File: src/rtl/lsu_pkg.sv
// lsu_pkg: shared widths, store-buffer state encoding and entry layout.
package lsu_pkg;
    localparam int ADDR_W   = 24;
    localparam int DATA_W   = 24;
    localparam int RAM_AW   = 18;
    localparam int RAM_DW   = 16;
    localparam int SB_DEPTH = 4;
    typedef enum logic {RUN, FLUSH} sb_state_t;
    typedef struct packed {
        logic [ADDR_W-1:0] addr;
        logic [DATA_W-1:0] data;
    } sb_entry_t;
endpackage

File: src/rtl/store_fifo_cam.sv
// store_fifo_cam: circular store FIFO with a youngest-match lookup on the RAM address bits.
module store_fifo_cam
    import lsu_pkg::*;
#(
    parameter int DEPTH = SB_DEPTH,
    localparam int PW = $clog2(DEPTH),
    localparam int CW = PW + 1
) (
    input  logic              clk,
    input  logic              rst,
    input  logic              push,
    input  logic              pop,
    input  logic [ADDR_W-1:0] push_addr,
    input  logic [DATA_W-1:0] push_data,
    input  logic [RAM_AW-1:0] lookup_addr,
    output logic [ADDR_W-1:0] head_addr,
    output logic [DATA_W-1:0] head_data,
    output logic [CW-1:0]     count,
    output logic              hit,
    output logic [RAM_DW-1:0] hit_data
);
    sb_entry_t      mem_q [DEPTH];
    logic [PW-1:0]  rd_q, wr_q;
    logic [CW-1:0]  count_q;

    always_ff @(posedge clk) begin
        if (rst) begin
            rd_q    <= '0;
            wr_q    <= '0;
            count_q <= '0;
        end else begin
            if (push) wr_q <= wr_q + 1'b1;
            if (pop) rd_q <= rd_q + 1'b1;
            count_q <= count_q + CW'(push) - CW'(pop);
        end
    end

    always_ff @(posedge clk) begin
        if (push) mem_q[wr_q] <= '{addr: push_addr, data: push_data};
    end

    assign head_addr = mem_q[rd_q].addr;
    assign head_data = mem_q[rd_q].data;
    assign count     = count_q;

    // Walk oldest to youngest so the last match left standing is the youngest.
    always_comb begin
        hit      = 1'b0;
        hit_data = '0;
        for (int i = 0; i < DEPTH; i++) begin
            if (CW'(i) < count_q && mem_q[rd_q + PW'(i)].addr[RAM_AW-1:0] == lookup_addr) begin
                hit      = 1'b1;
                hit_data = mem_q[rd_q + PW'(i)].data[RAM_DW-1:0];
            end
        end
    end
endmodule

File: src/rtl/mem_store_buffer.sv
// mem_store_buffer: store buffer with load forwarding, idle-cycle drain and a flush FSM
// arbitrating a single data-memory port.
module mem_store_buffer
    import lsu_pkg::*;
#(
    parameter int DEPTH = SB_DEPTH
) (
    input  logic              clk,
    input  logic              rst,
    input  logic              req_valid,
    input  logic              req_write,
    input  logic [ADDR_W-1:0] req_addr,
    input  logic [DATA_W-1:0] req_wdata,
    input  logic              flush_req,
    output logic              stall,
    output logic              load_valid,
    output logic [DATA_W-1:0] load_data,
    output logic [ADDR_W-1:0] mem_address,
    output logic [DATA_W-1:0] mem_writedata,
    output logic              mem_writeenable,
    output logic              mem_MemRead,
    input  logic [DATA_W-1:0] mem_data
);
    localparam int CW = $clog2(DEPTH) + 1;

    sb_state_t         state_q, state_d;
    logic [CW-1:0]     count;
    logic              hit;
    logic [RAM_DW-1:0] hit_data;
    logic [ADDR_W-1:0] head_addr;
    logic [DATA_W-1:0] head_data;
    logic              run, empty, full, st, ld, miss, drain;
    logic              load_valid_q, load_valid_d;
    logic [DATA_W-1:0] load_data_q, load_data_d;

    store_fifo_cam #(.DEPTH(DEPTH)) u_fifo (
        .clk        (clk),
        .rst        (rst),
        .push       (st),
        .pop        (drain),
        .push_addr  (req_addr),
        .push_data  (req_wdata),
        .lookup_addr(req_addr[RAM_AW-1:0]),
        .head_addr  (head_addr),
        .head_data  (head_data),
        .count      (count),
        .hit        (hit),
        .hit_data   (hit_data)
    );

    // Idle drain is skipped while flush_req is raised so the whole buffer drains inside FLUSH.
    always_comb begin
        run          = state_q == RUN;
        empty        = count == '0;
        full         = count == CW'(DEPTH);
        st           = run & req_valid & req_write;
        ld           = run & req_valid & ~req_write;
        miss         = ld & ~hit;
        drain        = ~empty & (~run | (st & full) | (~req_valid & ~flush_req));
        state_d      = run ? ((flush_req & ~empty) ? FLUSH : RUN) : ((count == CW'(1)) ? RUN : FLUSH);
        load_valid_d = ld;
        load_data_d  = ld ? (hit ? {{(DATA_W-RAM_DW){1'b0}}, hit_data} : mem_data) : load_data_q;
    end

    always_ff @(posedge clk) begin
        if (rst) begin
            state_q      <= RUN;
            load_valid_q <= 1'b0;
            load_data_q  <= '0;
        end else begin
            state_q      <= state_d;
            load_valid_q <= load_valid_d;
            load_data_q  <= load_data_d;
        end
    end

    // Gating with rst keeps a reset cycle from writing buffered stores to memory.
    assign stall           = ~run & ~rst;
    assign mem_writeenable = drain & ~rst;
    assign mem_MemRead     = miss & ~rst;
    assign mem_address     = mem_writeenable ? head_addr : (mem_MemRead ? req_addr : '0);
    assign mem_writedata   = mem_writeenable ? head_data : '0;
    assign load_valid      = load_valid_q;
    assign load_data       = load_data_q;
endmodule
File: config.mk
export PLATFORM = sky130hd
export DESIGN_NAME = mem_store_buffer
export DESIGN_NICKNAME = d
export VERILOG_FILES = /design/src/rtl/lsu_pkg.sv /design/src/rtl/store_fifo_cam.sv /design/src/rtl/mem_store_buffer.sv
export SDC_FILE = /design/constraint.sdc
export NUM_CORES = 1
export LEC_CHECK = 0
export ABC_AREA = 1
export CAP_MARGIN = 25
export CORE_ASPECT_RATIO = 1.25
export CORE_MARGIN = 2
export CORE_UTILIZATION = 34
export CTS_CLUSTER_DIAMETER = 40
export CTS_CLUSTER_SIZE = 28
export DETAILED_ROUTE_END_ITERATION = 10
export GPL_ROUTABILITY_DRIVEN = 0
export HOLD_SLACK_MARGIN = 0.1
export SETUP_SLACK_MARGIN = 0.2
export SYNTH_ARGS = -nofsm -noshare
export SYNTH_HDL_FRONTEND = slang
export SYNTH_SLANG_ARGS = --single-unit
File: constraint.sdc
create_clock -name clk -period 5.2 [get_ports clk]
set_clock_uncertainty 0.2 [all_clocks]
set_input_delay 1.04 -clock clk [delete_from_list [all_inputs] [get_ports clk]]
set_output_delay 1.04 -clock clk [all_outputs]
set_load 0.005 [all_outputs]
==> flow_summary.yaml <==
setup_path:
  crit_chain: "clkdlybuf4s50_1, inv_1, nand3_1, nand2_1, nor2_1, nand2_1, nor2_1, nand2_1, nor2_2, inv_1, nand2_1, nor2_4, nand2_8, inv_2, a22o_1, clkdlybuf4s50_1"
  cp_slowest_cell: "clkdlybuf4s50_1"
  max_stage_delay_ns: 0.51
  arrival_ns: 3.61
  path_buf_inv: 5
  cp_max_fo: 9
  cp_top_family: "buffers and inverters"
  critPathKind: "input port to output pin"
  required_ns: 3.96
  crit_top_cell: "nand2_1"
  end_kind: "output pin"
  worst_setup_path_start_kind: "input port"
grt:
  grt_pass1_vias: 13180
  antenna_found_initial: 2
  grt_max_degree: 88
  grt_pass1_wl_mm: 72.66
  overflow: 0
  track_usage: 0.2217
yosys:
  synthDistinctLibCells: 41
  yosys.area.top_type: "edfxtp_1"
  yosysMostFrequentCell: "nand2_1"
  synthArstFlopShare: 0
  synthCells: 1907
  synth.avg_cell_area_um2: 7.287
  yosysWarnings: 0
  synth_nets: 1993
  synthTopCellsByArea: "edfxtp_1 41%, nand2_1 20%, nor2_1 5.8%"
  synth_edf_count: 192
  yosys.area.top_type_share: 0.4149
  synth_commonest_cells: "734 x nand2_1, 213 x nor2_1, 192 x edfxtp_1, 154 x inv_1, 148 x nand3_1"
  syn-cell-area_um2: 13900
  ys_ff_latch: 227
  synth_flop_cell: "edfxtp_1"
  seq_area_frac_synth: 0.4653
sta:
  tns_ns: 0
  rsz0062_at_grt: "no"
  setup_ws_ns: 0.3512
  setup_violations: 0
  fin_crit_ns: 4.849
  slew_violations: 0
  hold_viol_final: 0
  fin_crit_sh: 0.9325
  relSlewSlack: 0.4123
  hold_slack_ns: 0.2627
  fmax_mhz: 206.2
  tightest_slew_ns: 0.8795
cts:
  hold_buffers: 0
  h-tree-depth: 2
  clk_latency_ns: 0.55
  cts_buffers: 39
  root_buffer: "clkbuf_16"
  cts.clk_slew.worst_paths_ns: 0.05
  clockBufferDepth: 3
  clkSinkCount: 227
  cts_tree: "yes"
final_layout:
  area_delta_synth_final_pct: 27.52
  nets: 2150
  nFillCells: 4013
  drive_gt1_frac: 0.07832
  multi_input_area_um2: 6396
  seqCellArea_um2: 6477
detailed_routing:
  drt_pass1_iterations: 6
  drc: 0
  antenna_left: 0
  drt-total-wl_mm: 48.15
  via_per_inst: 5.155
  drt_iter0_drc: 1128
  wire_per_inst_um: 18.22
  num_vias: 13620
placed_design:
  dp_hpwl_mm: 31.10
  numPortBuffers: 152
  pre_cts_ws_ns: 0.05945
floorplan:
  initial_core_util: 0.3455
  die_w_um: 184.8
  rows: 82
  dieArea_um2: 42520
  io_pins: 153
  coreArea_um2: 40220
  dieHeight_um: 230.0
pwr:
  p_leak_nw: 7.571
  irDropWorstVdd_mv: 0.2659
  p_switching_mw: 3.744
  switching_share: 0.4209
  p_seq_frac: 0.245
  p_int_mw: 5.150
  clkPwrFrac: 0.290
  power.density_nw_per_um2: 501.9
  pwr-share-comb: 0.465
  power_mw: 8.895
outcome:
  status: "finished clean"
run:
  cap_viol_max_count: 0
worst_hold_path:
  hold_class: "flop to flop"
==> per-layer routing <==
metal / vias up / share of wire / track usage
met2: 603 / 0.48 / 0.3720
met1: 6270 / 0.40 / 0.2724
met4: 0 / 0.044 / 0.1116
met3: 143 / 0.081 / 0.03896
li1: 6603 / - / -
met5: - / 0 / 0
==> worst paths after layout <==
kind,startpoint,endpoint,slack [ns],cells after the start
setup / recovery,req_addr[6],mem_address[21],0.35,16
hold / removal,load_data[3],load_data[3],0.26,2
setup reg to reg,u_fifo.rd_q[1],load_data[1],1.85,17
hold reg to reg,load_data[3],load_data[3],0.26,2
==> worst min-delay path: stages, from the launching register on <==
cell and delay, ns:
dfxtp_1 0.30, nand2_1 0.06, a21oi_1 0.05
==> final cells by class <==
cell class | count | share of cell area
sequential | 227 | 0.3655
multi-input combinational | 1418 | 0.3609
timing repair buffer | 217 | 0.1241
clock buffer | 51 | 0.06171
tap | 546 | 0.03855
inverter | 161 | 0.03587
clock inverter | 20 | 0.01306
antenna | 2 | 0.0002824
==> what timing repair did <==
item / in CTS / in global routing
cloned: 0 / 3
buffers inserted: 1 / 9
endpoints found under the hold margin: 0 / 0
gates resized for setup: 13 / 26
endpoints found under the setup margin: 25 / 22
==> flip-flops by register name, summed over array words and instances, names as in the netlist, named ones only <==
name / count
load_data: 24
load_valid: 1
state_q: 1
u_fifo.count: 3
u_fifo.mem_q: 192
u_fifo.rd_q: 2
u_fifo.wr_q: 2
==> per-stage QoR <==
| step | area (um^2) | std cells | utilization |
|---|---|---|---|
| 6_report | 17720 | 2642 | 0.4406 |
| 5_1_grt | 17720 | 2640 | 0.4405 |
| 4_1_cts | 17490 | 2628 | 0.4349 |
| 3_5_place_dp | 16110 | 2556 | 0.4006 |
| 3_3_place_gp | 16110 | 2556 | 0.4006 |
| 2_1_floorplan | 13900 | 1907 | - |
==> cells by family (layout without fill, tap and decap cells) <==
kind of cell,count (synthesis),after routing,synth area share
AO/OA/AOI/OAI,267,267,0.1120
XOR/XNOR,5,5,0.003151
adder cells (fa/ha/maj),9,9,0.008644
buffers and inverters,262,449,0.07941
flip-flops,227,227,0.4653
other,0,2,0
AND/OR/NAND/NOR,1137,1137,0.3315
==> power by group through the flow <==
stage	sequential, mW	combinational [mW]	clock, mW
global placement	2.22	3.84	0
CTS	2.19	3.91	2.61
finish	2.18	4.14	2.58
floorplan	2.17	2.62	0
global route	2.19	4.58	2.69
detailed placement	2.22	3.87	0
==> layout by cell type (no fill, tap or decap), types with 4 or more instances in the layout <==
cell             count
a22o_1               6
clkbuf_16           44
buf_12               7
dfxtp_1             32
a21oi_1             78
dlymetal6s2s_1       8
nor2_1             208
clkbuf_1             7
nand2_1            734
edfxtp_1           192
nand3_1            148
inv_2                4
clkdlybuf4s50_1    143
inv_1              150
a32oi_1             16
buf_4               51
a22oi_1             16
clkinvlp_4           7
nand4_1             22
nand2_2              5
o21ai_0             96
o22ai_1             26
o21ai_1              7
xor2_1               4
clkinv_4             6
ha_1                 8
o211ai_1            13
nor2_4               9
Note: power is estimated with default switching activity, not from simulation.
